==> src/rtl/sync_pipe_array.sv <==
// ---------------------------------------------------------------------------
// sync_pipe_array
//
// Multi-channel input synchroniser for asynchronous pin-domain signals.
// Each channel passes through a STAGES-deep flop chain, an optional
// stability-counter glitch filter, and a rise/fall edge detector so that
// downstream logic can consume edge pulses directly.
//
// Parameters:
//   N_CH         number of independent channels (1..32)
//   STAGES       synchroniser flop depth per channel (2..4)
//   FILT_CYCLES  glitch-filter length in cycles (0..255), 0 = no filter
//
// Ports:
//   clk         system clock, all state updates on the rising edge
//   reset       synchronous active-high reset
//   async_in    asynchronous channel inputs, bit i is channel i
//   sync_out    synchronised (and filtered) level per channel
//   rise        one-cycle pulse when sync_out[i] goes 0 -> 1
//   fall        one-cycle pulse when sync_out[i] goes 1 -> 0
//   any_change  OR of all rise and fall pulses
// ---------------------------------------------------------------------------
module sync_pipe_array #(
    parameter int N_CH        = 3,
    parameter int STAGES      = 2,
    parameter int FILT_CYCLES = 0
) (
    input  logic            clk,
    input  logic            reset,
    input  logic [N_CH-1:0] async_in,
    output logic [N_CH-1:0] sync_out,
    output logic [N_CH-1:0] rise,
    output logic [N_CH-1:0] fall,
    output logic            any_change
);

    // Counter width; kept at 1 when the filter is bypassed so the
    // declaration stays legal even though no counter is built.
    localparam int CW = (FILT_CYCLES > 0) ? $clog2(FILT_CYCLES + 1) : 1;

    generate
        if (STAGES < 2 || STAGES > 4) begin : g_bad_stages
            $error("sync_pipe_array: STAGES must be in 2..4");
        end
        if (N_CH < 1 || N_CH > 32) begin : g_bad_nch
            $error("sync_pipe_array: N_CH must be in 1..32");
        end
        if (FILT_CYCLES < 0 || FILT_CYCLES > 255) begin : g_bad_filt
            $error("sync_pipe_array: FILT_CYCLES must be in 0..255");
        end
    endgenerate

    logic [N_CH-1:0] level;
    logic [N_CH-1:0] prev;

    for (genvar i = 0; i < N_CH; i++) begin : g_ch
        // Plain shift chain: nothing may sit between these flops, so the
        // metastability settling time of each stage is a full cycle.
        logic [STAGES-1:0] chain;
        logic              raw;

        always_ff @(posedge clk) begin
            if (reset) begin
                chain <= '0;
            end else begin
                chain <= {chain[STAGES-2:0], async_in[i]};
            end
        end

        assign raw = chain[STAGES-1];

        if (FILT_CYCLES == 0) begin : g_bypass
            assign level[i] = raw;
        end else begin : g_filt
            localparam logic [CW-1:0] CNT_LAST = CW'(FILT_CYCLES - 1);

            logic [CW-1:0] cnt;
            logic          filt;

            // The counter measures how long raw has disagreed with the
            // accepted level; any return to agreement restarts it.
            always_ff @(posedge clk) begin
                if (reset) begin
                    cnt  <= '0;
                    filt <= 1'b0;
                end else if (raw == filt) begin
                    cnt <= '0;
                end else if (cnt == CNT_LAST) begin
                    filt <= raw;
                    cnt  <= '0;
                end else begin
                    cnt <= cnt + CW'(1);
                end
            end

            assign level[i] = filt;
        end
    end

    // prev clears together with the level registers, so reset itself never
    // produces a fall pulse.
    always_ff @(posedge clk) begin
        if (reset) begin
            prev <= '0;
        end else begin
            prev <= level;
        end
    end

    // Pulses are decoded from registers only; no path from async_in.
    assign sync_out   = level;
    assign rise       = level & ~prev;
    assign fall       = ~level & prev;
    assign any_change = |(rise | fall);

endmodule

==> config.mk <==
export PLATFORM = sky130hd
export DESIGN_NAME = sync_pipe_array
export DESIGN_NICKNAME = d
export VERILOG_FILES = /design/src/rtl/sync_pipe_array.sv
export SDC_FILE = /design/constraint.sdc
export NUM_CORES = 1
export LEC_CHECK = 0
export CORE_AREA = 2 2 39 41
export DETAILED_ROUTE_END_ITERATION = 6
export DIE_AREA = 0 0 41 43
export DONT_BUFFER_PORTS = 1
export PLACE_DENSITY = 0.42
export SYNTH_ARGS = -nofsm -noshare
export SYNTH_HDL_FRONTEND = slang
export SYNTH_SLANG_ARGS = --single-unit
==> constraint.sdc <==
create_clock -name clk -period 1.1 [get_ports clk]
set_input_delay 0.33 -clock clk [delete_from_list [all_inputs] [get_ports clk]]
set_output_delay 0.33 -clock clk [all_outputs]
set_load 0.01 [all_outputs]
### After elaboration in Yosys (flattened, before gate mapping)

Cells that the tools add are included.

| operators by class | value |
|---|---|
| $add $sub $neg | 0 |
| $mul | 0 |
| divide/modulo/power cells | 0 |
| order comparisons | 0 |
| equal/unequal tests | 0 |
| shifts and indexed selects | 0 |
| multiplexer cells | 0 |
| bitwise gates (word level) | 5 |
| reduce and logical (&&, ||, !) cells | 1 |

Operators with widths:

| cell | count |
|---|---|
| 3-bit bitwise AND | 2 |
| 3-bit NOT | 2 |
| 3-bit bitwise OR | 1 |
| 3-bit OR reduction | 1 |

| storage, ports and cells | value |
|---|---|
| register bits | 9 |
| latch bits | 0 |
| RAM bits | 0 |
| bits in read-only memories | 0 |
| logic and storage cells | 10 |
| memories | 0 |

### Depth between registers and ports, before layout

| depth | value |
|---|---|
| word-level depth | 4 |
| mapped depth | 3 |
| mapped depth without buffers | 3 |

### Least setup slack after synthesis

OpenSTA, ideal clock, no wires.

| timing | value |
|---|---|
| path type | register to output |
| start | reg g_ch[1].chain[1] |
| end | out any_change |
| arrival | 0.779 ns |
| required time | 0.770 ns |
| setup slack | -0.009 ns |
| cell stages (with the launch flop) | 4 |
| path through | dfxtp_1 inv_1 ha_1 nand3_1 |

| on the way | value |
|---|---|
| longest elaborated chain between the ends | 4 |
| elaborated cells between the ends (all ways) | 5 |
| those cells by class | bitwise: 4; reduce/logical: 1 |

Ends and longest elaborated chain:

| item | line | text |
|---|---|---|
| from (decl) | 59 | `logic [STAGES-1:0] chain;` |
| from (signal assigned) | 66 | `chain <= {chain[STAGES-2:0], async_in[i]};` |
| 3-bit NOT | 113 | `assign fall = ~level & prev;` |
| 3-bit bitwise AND | 113 |  |
| 3-bit bitwise OR (*) | 114 | `assign any_change = \|(rise \| fall);` |
| 3-bit OR reduction (*) | 114 |  |
| to (decl) | 34 | `output logic any_change` |

Every way passes the cells marked *; elsewhere a longest branch is shown, timed or not.

### Worst setup path after layout

| timing | value |
|---|---|
| start | reg g_ch[0].chain[1] |
| end | out any_change |

| on the way | value |
|---|---|
| longest elaborated chain between the ends | 4 |
| elaborated cells between the ends (all ways) | 5 |
| those cells by class | bitwise: 4; reduce/logical: 1 |

Ends and longest elaborated chain:

| item | line |
|---|---|
| from (decl) | 59 |
| from (signal assigned) | 66 |
| 3-bit NOT | 113 |
| 3-bit bitwise AND | 113 |
| 3-bit bitwise OR (*) | 114 |
| 3-bit OR reduction (*) | 114 |

Marks and branches as above.

==> flow_summary_export.csv <==
group,metric,value,unit
status,run_status,"complete, but fails checks",
status,violations,"setup timing",
sta,worst_slack,-0.192,ns
clock_tree,max-clock-path-buffers,2,
sta,rsz0062_at_grt,"yes",
route,wl,508,µm
sta,period_needed,1.29,ns
clock_tree,cts_hold_buf,0,
die,number_of_standard_cell_rows_in_the_floorplan,14,
clock_tree,tritoncts,"yes",
sta,whs,0.132,ns
final_layout,layout_commonest_cell,"sky130_fd_sc_hd__nor2b_1",
route,route.detailed.vias_per_inst,3.70,
critical_path,timing.critical_path.required,0.77,ns
route,drt_first_pass_iters,1,
yosys,synthDominantCellAreaShare,0.498,
placed_design,globalplace.congestion,0.532,
yosys,synth_area_leaders,"sky130_fd_sc_hd__dfxtp_1 50%, sky130_fd_sc_hd__ha_1 21%, sky130_fd_sc_hd__nor2b_1 16%",
die,die_w,41,µm
die,die_height,43,µm
global_route,grt-ovfl-total,0,
placed_design,place_ws,0.0197,ns
final_layout,post-route-util,0.366,
worst_hold_path,hold_class,"in -> reg",
sta,min_period_over_period,1.17,
global_route,globalRouteTotalUtil,0.0727,
route,wl_per_cell,9.41,µm
route,detailroute.via_count,200,
global_route,first_global_vias,208,
placed_design,place_area,387,µm²
clock_tree,clock_latency_on_the_worst_skew_pair,0.25,ns
sta,maxClockFrequency,774,MHz
yosys,synth_area_per_cell,10.6,µm²
global_route,grt_pass1_wl,779,µm
critical_path,critPathMaxStageDelay,0.33,ns
die,io-pin-count,15,
yosys,synthesis.nets,45,
sta,max_slew_violation_total_from_the_final_report,0,
final_layout,area_growth,40.1,%
yosys,post_synth_num_cell_types,6,
final_layout,stdcell_count,54,
sta,hold_violations,0,
yosys,post_synth_inst_count,34,
yosys,netlist.top_cell.by_area,"sky130_fd_sc_hd__dfxtp_1",
critical_path,critical_path_start_type,"flip-flop",
yosys,synthesis.area,362,µm²
die,die_area,1760,µm²
critical_path,criticalPathCategory,"reg -> out",
clock_tree,cts_inserted_buffers,3,
placed_design,io_buffers,0,
route,postRouteAntennaNets,0,
critical_path,timing.critical_path.fanout_max,2,
power_and_ir_drop,power_leakage,0.190,nW
power_and_ir_drop,irDropWorstVdd,646,µV
clock_tree,clk_root_buffer_cell,"sky130_fd_sc_hd__clkbuf_4",
global_route,grt_start_max_net_pins,10,
critical_path,worst-r2r-cell-count,2,
final_layout,post-route-cell-area,507,µm²
sta,setup-violations-final,7,
job,cap_viol_max_count,0,
final_layout,mostFrequentLayoutCells,"9 x sky130_fd_sc_hd__nor2b_1, 6 x sky130_fd_sc_hd__ha_4, 6 x sky130_fd_sc_hd__dfxtp_2",
yosys,synth_warnings,0,
sta,relSlewSlack,0.933,
clock_tree,clk_pin_slew_worst_paths,0.06,ns
die,core,1380,µm²
route,post-route-drc-count,0,
sta,finalClockSkew,0.00268,ns
critical_path,worst_path_max_delay_cell,"sky130_fd_sc_hd__dfxtp_2",
die,start_util,0.261,
critical_path,worstPathArrival,0.96,ns
critical_path,critical_path_cell_list,"inv_2 > ha_4 > nand3_4",
global_route,grt_antenna_before_repair,0,
final_layout,fin_nets,50,
final_layout,drive_gt1_frac,0.579,
worst_hold_path,holdPathStages,1,
yosys,ys_ff_latch,9,
final_layout,antennaDiodeCount,0,
route,first_iter_violations,0,
placed_design,place_inst,50,
clock_tree,htree_num_levels,1,
clock_tree,cts_num_sinks,9,
placed_design,dp_hpwl,344,µm
yosys,sequential_area_share_after_synthesis,0.498,
sta,worst_pin_slew,0.100,ns
power_and_ir_drop,power_density,1300,nW/µm²
critical_path,critPathCaptureType,"output port",
[area by class of cell]
type	count	area, µm²
fill	138	877
inverter	6	22.5
tap	16	20.0
timing repair buffer	3	26.3
sequential	9	188
clock buffer	4	26.3
multi-input combinational	16	224
[synth_stat cells, drive strengths merged]
| cell | count |
|---|---|
| buf | 3 |
| inv | 6 |
| ha | 6 |
| nand3 | 1 |
| dfxtp | 9 |
| nor2b | 9 |
[stage by stage]
step | TNS (ns) | power, mW
floorplan | 0 | 0.391
global placement | 0 | 0.397
detailed placement | 0 | 0.397
CTS | -0.653 | 0.673
global route | -0.821 | 0.701
finish | -0.537 | 0.658
[logic make-up after synthesis]
| family | Yosys count | share of synthesized area |
|---|---|---|
| AND/OR/NAND/NOR | 10 | 0.170 |
| flip-flops | 9 | 0.498 |
| buffers and inverters | 9 | 0.125 |
| adder cells (fa/ha/maj) | 6 | 0.208 |
[where the power goes]
part	internal [mW]	leakage, nW	switching, mW
combinational	0.0370	0.0985	0.0312
sequential	0.341	0.0766	0.00668
clock	0.139	0.0150	0.104
total	0.517	0.190	0.142
[worst paths after layout]
kind	end	start	slack [ns]
setup / recovery	any_change	g_ch[0].chain[1]	-0.19
hold / removal	g_ch[0].chain[1]	reset	0.13
setup reg to reg	prev[1]	g_ch[1].chain[1]	0.40
hold reg to reg	g_ch[2].chain[1]	g_ch[2].chain[0]	0.43
[worst max-delay path, delay by kind of cell (launching register included)]
| kind | cells | cell delay (ns) |
|---|---|---|
| DFF | 1 | 0.33 |
| adders and majority gates | 1 | 0.26 |
| and+or+nand+nor | 1 | 0.08 |
| buffers and inverters | 1 | 0.04 |
[registers in the layout, summed over array words and instances, names as in the netlist]
signal and cells:
g_ch.chain 6, prev 3
[routing by layer]
metal,track usage,vias up,routed length [µm]
met5,0,-,0
met4,0.0600,0,0
met3,0.0576,0,45
met2,0.0938,11,216
met1,0.0721,81,246
li1,-,108,-
[what timing repair did]
| action | in CTS | in global routing |
|---|---|---|
| setup buffers | 0 | 0 |
| resized for setup | 19 | 1 |
| endpoints found under the setup margin | 7 | 7 |
| pin swaps | 5 | 1 |
(Power assumes the default switching activity.)
